File: config.mk
export PLATFORM = sky130hd
export DESIGN_NAME = pc_fetch_stos_flat
export DESIGN_NICKNAME = d
export VERILOG_FILES = /design/src/rtl/pc_fetch_stos_if.sv /design/src/rtl/pc_fetch_stos.sv /design/src/flat_wrapper.sv
export SDC_FILE = /design/constraint.sdc
export NUM_CORES = 1
export LEC_CHECK = 0
export BUFFER_PORTS_ARGS = -buffer_cell sky130_fd_sc_hd__buf_2
export CAP_MARGIN = 20
export CORE_MARGIN = 5
export CORE_UTILIZATION = 47
export DETAILED_ROUTE_END_ITERATION = 16
export PLACE_DENSITY = 0.65
export SETUP_SLACK_MARGIN = 0.3
export SYNTH_ARGS = -nofsm -noshare
export SYNTH_HDL_FRONTEND = slang
export SYNTH_SLANG_ARGS = --single-unit
File: constraint.sdc
create_clock -name clk -period 4.3 [get_ports clk]
set_input_delay 0.215 -clock clk [delete_from_list [all_inputs] [get_ports clk]]
set_output_delay 0.215 -clock clk [all_outputs]
set_load 0.02 [all_outputs]
File: src/rtl/pc_fetch_stos_if.sv
// Decoder <-> fetch-unit bus: program counter, return-stack status and the
// decoder's control strobes.
//
// Transfer semantics: there is no valid/ready pair. Every control
// (ID_rst, skok_ID, skok_pc_ID, ID_push_pc, ID_pop_pc, jest_przerwanie,
// adres_skok_ID) is a level sampled on the rising clk edge and acted on only
// when ce=1. With ce=0 the controls are ignored and nothing changes. pc and
// the stack status outputs are valid at all times; empty/full reflect the
// current stack pointer so the decoder can guard push/pop in the same cycle.
interface pc_fetch_stos_if #(
  parameter int PC_WIDTH = 8,
  parameter int SP_WIDTH = 4
);
  // decoder -> fetch
  logic                ce;
  logic                ID_rst;
  logic                skok_ID;
  logic [PC_WIDTH-1:0] adres_skok_ID;
  logic                skok_pc_ID;
  logic                ID_push_pc;
  logic                ID_pop_pc;
  logic                jest_przerwanie;
  // fetch -> decoder / ROM
  logic [PC_WIDTH-1:0] pc;
  logic                stos_pc_empty;
  logic                stos_pc_full;
  logic                stos_pc_err;
  // debug: live stack pointer
  logic [SP_WIDTH-1:0] stos_sp;

  modport master (
    output ce, ID_rst, skok_ID, adres_skok_ID, skok_pc_ID,
           ID_push_pc, ID_pop_pc, jest_przerwanie,
    input  pc, stos_pc_empty, stos_pc_full, stos_pc_err, stos_sp
  );

  modport slave (
    input  ce, ID_rst, skok_ID, adres_skok_ID, skok_pc_ID,
           ID_push_pc, ID_pop_pc, jest_przerwanie,
    output pc, stos_pc_empty, stos_pc_full, stos_pc_err, stos_sp
  );
endinterface

File: src/rtl/pc_fetch_stos.sv
// Program counter plus LIFO of return addresses. Handles sequential fetch,
// absolute jumps, returns from the stack top, calls/interrupt entry (push),
// and a sticky misuse flag that redirects fetch to the exception vector.
module pc_fetch_stos #(
  parameter int                    PC_WIDTH   = 8,
  parameter int                    STOS_DEPTH = 8,
  parameter logic [PC_WIDTH-1:0]   EXC_VEC    = PC_WIDTH'('h06)
) (
  input logic             clk,
  input logic             rst_n,
  pc_fetch_stos_if.slave  bus
);

  localparam int SPW  = $clog2(STOS_DEPTH + 1);
  localparam int IDXW = $clog2(STOS_DEPTH);

  logic [PC_WIDTH-1:0] pc_q, pc_d;
  logic [SPW-1:0]      sp_q, sp_d;
  logic                err_q, err_d;
  logic [PC_WIDTH-1:0] mem [STOS_DEPTH];

  logic                empty, full, misuse, push_en;
  logic [IDXW-1:0]     wr_idx, rd_idx;
  logic [PC_WIDTH-1:0] top, ret;

  assign empty  = (sp_q == '0);
  assign full   = (sp_q == SPW'(STOS_DEPTH));
  assign wr_idx = IDXW'(sp_q);
  assign rd_idx = IDXW'(sp_q - SPW'(1));
  assign top    = mem[rd_idx];
  // Interrupt entry resumes the interrupted instruction; a CALL resumes after itself.
  assign ret    = bus.jest_przerwanie ? pc_q : pc_q + PC_WIDTH'(1);

  // Stack misuse: overflow, underflow, simultaneous push/pop, return from empty stack.
  assign misuse = (bus.ID_push_pc & full)
                | (bus.ID_pop_pc  & empty)
                | (bus.ID_push_pc & bus.ID_pop_pc)
                | (bus.skok_pc_ID & empty);

  // Next-state selection: ID_rst > misuse > jump/return > sequential.
  always_comb begin
    pc_d    = pc_q;
    sp_d    = sp_q;
    err_d   = err_q;
    push_en = 1'b0;
    if (bus.ce) begin
      if (bus.ID_rst) begin
        pc_d = '0;
        sp_d = '0;
      end else if (misuse) begin
        pc_d  = EXC_VEC;
        err_d = 1'b1;
      end else begin
        if (bus.skok_ID) begin
          pc_d = bus.skok_pc_ID ? top : bus.adres_skok_ID;
        end else begin
          pc_d = pc_q + PC_WIDTH'(1);
        end
        if (bus.ID_push_pc) begin
          sp_d    = sp_q + SPW'(1);
          push_en = 1'b1;
        end else if (bus.ID_pop_pc) begin
          sp_d = sp_q - SPW'(1);
        end
      end
    end
  end

  // PC, stack pointer and sticky error register.
  always_ff @(posedge clk or negedge rst_n) begin
    if (!rst_n) begin
      pc_q  <= '0;
      sp_q  <= '0;
      err_q <= 1'b0;
    end else begin
      pc_q  <= pc_d;
      sp_q  <= sp_d;
      err_q <= err_d;
    end
  end

  // Return-address storage; contents are meaningless after reset, so no reset here.
  always_ff @(posedge clk) begin
    if (push_en && rst_n) begin
      mem[wr_idx] <= ret;
    end
  end

  assign bus.pc            = pc_q;
  assign bus.stos_pc_empty = empty;
  assign bus.stos_pc_full  = full;
  assign bus.stos_pc_err   = err_q;
  assign bus.stos_sp       = sp_q;

endmodule

File: src/flat_wrapper.sv
// flat-port wrapper written by rule: the top's interface ports become plain ports
module pc_fetch_stos_flat 
#(
  parameter int                    PC_WIDTH   = 8,
  parameter int                    STOS_DEPTH = 8,
  parameter logic [PC_WIDTH-1:0]   EXC_VEC    = PC_WIDTH'('h06)
)
  (clk, rst_n, bus_ce, bus_ID_rst, bus_skok_ID, bus_adres_skok_ID, bus_skok_pc_ID, bus_ID_push_pc, bus_ID_pop_pc, bus_jest_przerwanie, bus_pc, bus_stos_pc_empty, bus_stos_pc_full, bus_stos_pc_err, bus_stos_sp);
  pc_fetch_stos_if #(.PC_WIDTH(PC_WIDTH), .SP_WIDTH((4))) bus_i ();
  input logic clk;
  input logic rst_n;
  input wire logic [$bits(bus_i.ce)-1:0] bus_ce;
  input wire logic [$bits(bus_i.ID_rst)-1:0] bus_ID_rst;
  input wire logic [$bits(bus_i.skok_ID)-1:0] bus_skok_ID;
  input wire logic [$bits(bus_i.adres_skok_ID)-1:0] bus_adres_skok_ID;
  input wire logic [$bits(bus_i.skok_pc_ID)-1:0] bus_skok_pc_ID;
  input wire logic [$bits(bus_i.ID_push_pc)-1:0] bus_ID_push_pc;
  input wire logic [$bits(bus_i.ID_pop_pc)-1:0] bus_ID_pop_pc;
  input wire logic [$bits(bus_i.jest_przerwanie)-1:0] bus_jest_przerwanie;
  output wire logic [$bits(bus_i.pc)-1:0] bus_pc;
  output wire logic [$bits(bus_i.stos_pc_empty)-1:0] bus_stos_pc_empty;
  output wire logic [$bits(bus_i.stos_pc_full)-1:0] bus_stos_pc_full;
  output wire logic [$bits(bus_i.stos_pc_err)-1:0] bus_stos_pc_err;
  output wire logic [$bits(bus_i.stos_sp)-1:0] bus_stos_sp;
  assign bus_i.ce = bus_ce;
  assign bus_i.ID_rst = bus_ID_rst;
  assign bus_i.skok_ID = bus_skok_ID;
  assign bus_i.adres_skok_ID = bus_adres_skok_ID;
  assign bus_i.skok_pc_ID = bus_skok_pc_ID;
  assign bus_i.ID_push_pc = bus_ID_push_pc;
  assign bus_i.ID_pop_pc = bus_ID_pop_pc;
  assign bus_i.jest_przerwanie = bus_jest_przerwanie;
  assign bus_pc = bus_i.pc;
  assign bus_stos_pc_empty = bus_i.stos_pc_empty;
  assign bus_stos_pc_full = bus_i.stos_pc_full;
  assign bus_stos_pc_err = bus_i.stos_pc_err;
  assign bus_stos_sp = bus_i.stos_sp;
  pc_fetch_stos #(.PC_WIDTH(PC_WIDTH), .STOS_DEPTH(STOS_DEPTH), .EXC_VEC(EXC_VEC)) u_core (.clk(clk), .rst_n(rst_n), .bus(bus_i));
endmodule
; ---- Word level (Yosys, flattened, before mapping)
; Memories as Yosys holds them, arrays and structs flattened.
; Cells that the tools add are included.
[word_totals]
ram_bits = 64
mem_count = 1
register_bits = 13
out_inout_bits = 15
[mem_list]
columns = name, depth, width, rd, rd_ports_with_merged_regs, wr, line
row1 = u_core.mem, 8, 8, 1, 0, 1, pc_fetch_stos.sv:20  ; logic [PC_WIDTH-1:0] mem [STOS_DEPTH];
[op_classes]
eq_ne = 2
n_mux = 15
addsub = 3
n_reduce_logical = 5
bitwise_logic = 8
[ops]
columns = cell, n
row1 = 8-bit 2-to-1 mux, 5
row2 = 4-bit 2-to-1 mux, 4
row3 = "8-bit by 1-bit adder with 8-bit output, second input constant", 1
row4 = 1-bit 2-to-1 mux, 6
row5 = 3-bit AND reduction, 2
row6 = "4-bit by 1-bit adder with 4-bit output, second input constant", 1
row7 = 1-bit AND, 4
row8 = "4-bit == test, second input constant", 1
row9 = 4-bit logical NOT, 1
row10 = "4-bit by 1-bit subtractor with 4-bit output, second input constant", 1
row11 = 1-bit bitwise OR, 3
row12 = 3-bit nonzero test, 1
row13 = "2-bit != test, second input constant", 1
row14 = 1-bit logical AND, 1
row15 = 1-bit inverter, 1

; ---- Longest topological paths before layout
[depth]
word_depth = 11
ltp_mapped = 9
mapped_depth_nobuf = 7

; ---- Worst setup path after synthesis
; No wires, ideal clock.
[synth_path]
kind = flip-flop to flip-flop
startpoint = reg u_core.sp_q[0] (netlist: u_core.bus.stos_sp[0])
endpoint = reg u_core.pc_q[3] (netlist: u_core.bus.pc[3])
synth_period_minus_slack_ns = 2.779
slack_ns = 1.521
stages_incl_launch_ff = 9
setup_time_ns = 0.124
arrival_time_ns = 2.655
n_path_buf = 1
cell_sequence = dfrtp_1 buf_2 inv_1 ha_1 nor3b_1 nor2_1 o21ai_1 nor3_1 a211o_1
[synth_via]
elab_chain_len = 7
word_cells_on_any_way = 14
classes_between = 1 x add/sub / 1 x eq/ne / 4 x mux / 6 x bitwise / 1 x reduce/logical / 1 x memory
[synth_lines]
columns = item, line
row1 = from (decl), pc_fetch_stos.sv:18  ; logic [SPW-1:0] sp_q, sp_d;
row2 = from (signal assigned), pc_fetch_stos.sv:77  ; sp_q <= sp_d;
row3 = 4-bit logical NOT (*), pc_fetch_stos.sv:26  ; assign empty = (sp_q == '0);
row4 = net bus_stos_pc_empty, flat_wrapper.sv:21  ; output wire logic [$bits(bus_i.stos_pc_empty)-1:0] bus_stos_pc_empty;
row5 = 1-bit AND, pc_fetch_stos.sv:36  ; | (bus.ID_pop_pc & empty)
row6 = 1-bit bitwise OR, pc_fetch_stos.sv:36
row7 = 1-bit bitwise OR, pc_fetch_stos.sv:37  ; | (bus.ID_push_pc & bus.ID_pop_pc)
row8 = 1-bit bitwise OR (*), pc_fetch_stos.sv:38  ; | (bus.skok_pc_ID & empty);
row9 = 8-bit 2-to-1 mux (*), pc_fetch_stos.sv:50  ; end else if (misuse) begin
row10 = 8-bit 2-to-1 mux (*), pc_fetch_stos.sv:47  ; if (bus.ID_rst) begin
row11 = to (signal assigned), pc_fetch_stos.sv:76  ; pc_q <= pc_d;
row12 = to (decl), pc_fetch_stos.sv:17  ; logic [PC_WIDTH-1:0] pc_q, pc_d;
; The timed path passes the listed nets; every way through them passes the cells marked *.
; A chain may end at the register's enable or synchronous reset.

; ---- Worst setup path in the final report
[layout_path]
startpoint = reg u_core.sp_q[0] (netlist: u_core.bus.stos_sp[0])
endpoint = reg u_core.pc_q[1] (netlist: u_core.bus.pc[1])
[layout_via]
elab_chain_len = 7
word_cells_on_any_way = 14
classes_between = 1 x add/sub / 1 x eq/ne / 4 x mux / 6 x bitwise / 1 x reduce/logical / 1 x memory
[layout_lines]
columns = item, line
row1 = "parallel branches: the longest is 5 deep, another holds memory 8 x 8 bit", n/a
row2 = 8-bit 2-to-1 mux (*), pc_fetch_stos.sv:50
row3 = 8-bit 2-to-1 mux (*), pc_fetch_stos.sv:47
; Every way passes the cells marked *.

==> flow_metrics.tcl <==
set metrics [dict create \
    root_buffer "clkbuf_8" \
    totalWireLength_um 7560 \
    power_per_cell_area_nw_per_um2 598 \
    finalSetupTns_ns 0 \
    critPathBufInv 2 \
    clkSinkCount 77 \
    setup_ws_ns 1.59 \
    synth.avg_cell_area_um2 14.2 \
    dr.pass1.iters 5 \
    crit_path_top_delay_cell "ha_1" \
    yosysSeqAreaShare_pct 63.6 \
    drt_iter0_markers 182 \
    slew_violations 0 \
    finalClockSkew_ns 0.00615 \
    clockBufferDepth 2 \
    critPathKind "reg2reg" \
    synth_edf_count 64 \
    synth_common_cells "edfxtp_1 (64), nand2_1 (27), nor2_1 (22)" \
    nets 305 \
    min_path_type "in2reg" \
    via_count 2187 \
    path_clk_slew_ns 0.07 \
    ys_ff_latch 77 \
    grt_pass1_wl_um 12200 \
    maxCapViolations 0 \
    worstPathRequired_ns 4.53 \
    drc 0 \
    crit_chain "buf_4 -> inv_1 -> ha_1 -> mux4_2 -> o22ai_1 -> nor3_1 -> a221o_1" \
    dpl.hpwl_um 5120 \
    fp-row-count 31 \
    synthArstFlopShare_pct 16.9 \
    synthesis.area_um2 3540 \
    rsz0062_at_grt "false" \
    min_period_ns 2.71 \
    max_freq_mhz 368 \
    cp_top_family "adder cells" \
    cts_tree "yes" \
    p_leak_uw 0.00145 \
    antenna_cells 0 \
    setup_viol 0 \
    die_w_um 96.7 \
    grt_pass1_vias 2162 \
    antenna_found_initial 0 \
    wl_per_cell_um 19.5 \
    critPathMaxStageDelay_ns 0.83 \
    peakVddDrop_mv 0.258 \
    status "finished clean" \
    yosysWarnings 0 \
    htreeDepth 3 \
    post_cts_resized 0 \
    via_per_inst 5.64 \
    drive_gt1_share_pct 24.2 \
    cp-end-kind "flip-flop" \
    ys_types 43 \
    synth_cells 249 \
    synth.most_common_cell "edfxtp_1" \
    cp.arrival_ns 2.95 \
    start_kind "flip-flop" \
    syn_nets 270 \
    design.die.area_um2 9360 \
    fin_crit_sh_pct 63.1 \
    place_ws_ns 1.52 \
    io_buffers 31 \
    start_util_pct 48.5 \
    area_delta_synth_final_pct 13.1 \
    grt_max_degree 25 \
    post_cts_buffers 0 \
    gp_congestion 0.835 \
    max_slew_margin_pct 36.7 \
    antenna_left 0 \
    clkLatencyLatePin_ns 0.35 \
    yosysTopAreaCell "edfxtp_1" \
    core_area_um2 7290 \
    netlist.area_leader.share_pct 54.4 \
    grtUsageTotal_pct 17.0 \
    yosys-top-cells-area "edfxtp_1 (54%), mux4_2 (10%), dfrtp_1 (9.2%)" \
    io_pins 32 \
    die_y_um 96.7 \
    worst_slew_pin_slew_ns 0.940 \
    grt_remaining_overflow 0 \
    ys.flop_type "edfxtp_1" \
    hold_buffers 1 \
    cts_buffers 9 \
    hold_violations 0 \
    path_max_fanout 24 \
]
## state kept, by name (all words and copies together), names as in the netlist
name                    cells
u_core.bus.pc               8
u_core.bus.stos_sp          4
u_core.bus.stos_pc_err      1
u_core.mem                 64
## through the flow
| stage | area, um2 | hold slack, ns | utilization (%) | power [uW] | cells |
|---|---|---|---|---|---|
| floorplan | 3540 | -0.0806 | - | 1630 | 249 |
| global placement | 3790 | 0.137 | 52.0 | 1860 | 371 |
| detailed placement | 3790 | 0.134 | 52.0 | 1870 | 371 |
| CTS | 4000 | 0.132 | 54.9 | 2420 | 388 |
| global route | 4000 | 0.157 | 54.9 | 2540 | 388 |
| finish | 4000 | 0.152 | 54.9 | 2390 | 388 |
## layer usage
metal	up-vias	global-route usage (%)	wire length, um
met5	-	0	0
met1	1062	23.6	3380
met4	0	4.54	73
li1	1028	-	-
met2	91	26.1	3550
met3	6	5.47	551
## worst paths after layout
kind,start,end,slack [ns],depth (start not counted)
worst max-delay path,u_core.bus.stos_sp[0]$_DFFE_PN0P_,u_core.bus.pc[1]$_DFFE_PN0P_,1.59,7
worst min-delay path,bus_ID_rst,u_core.bus.stos_sp[3]$_DFFE_PN0P_,0.15,2
worst max register to register,u_core.bus.stos_sp[0]$_DFFE_PN0P_,u_core.bus.pc[1]$_DFFE_PN0P_,1.59,7
worst min register to register,u_core.bus.stos_pc_err$_DFFE_PN0P_,u_core.bus.stos_pc_err$_DFFE_PN0P_,0.47,1
max in group asynchronous,rst_n,u_core.bus.pc[3]$_DFFE_PN0P_,3.75,2
min in group asynchronous,rst_n,u_core.bus.stos_sp[1]$_DFFE_PN0P_,0.29,2
## cells by family after synthesis
| logic type | share of synthesized area [%] |
|---|---|
| AND/OR/NAND/NOR | 10.5 |
| flip-flops | 63.6 |
| AO/OA/AOI/OAI | 8.56 |
| multiplexers | 11.3 |
| buffers and inverters | 1.91 |
| XOR/XNOR | 2.69 |
| adder cells (fa/ha/maj) | 1.42 |
## power breakdown
part | switching [uW] | total, uW | internal (uW)
clock | 259 | 545 | 286
combinational | 504 | 864 | 360
sequential | 76.2 | 981 | 905
## layout by cell type (no fill, tap or decap), drive strengths merged, types with 3 or more instances in the layout
master   count
nor3         9
ha           4
buf         34
dfrtp       13
clkbuf      11
mux2i        4
and3         3
or2          3
o22ai        6
a211o        4
a2bb2oi      3
a21oi        3
nand2       27
xor2         6
edfxtp      64
nand3        5
nor2        22
inv          6
mux4        16
o21ai       10
xnor2        4
## layout make-up
| cell class | instances | area [um2] |
|---|---|---|
| fillers | 630 | 3290 |
| flip-flops and latches | 77 | 2250 |
| multi-input cells | 156 | 1220 |
| repair buffers | 35 | 188 |
| clock buffers | 11 | 141 |
| well taps | 99 | 124 |
| clock inverters | 5 | 60.1 |
| inverters | 5 | 18.8 |
Power figures use the tool's default switching activity.
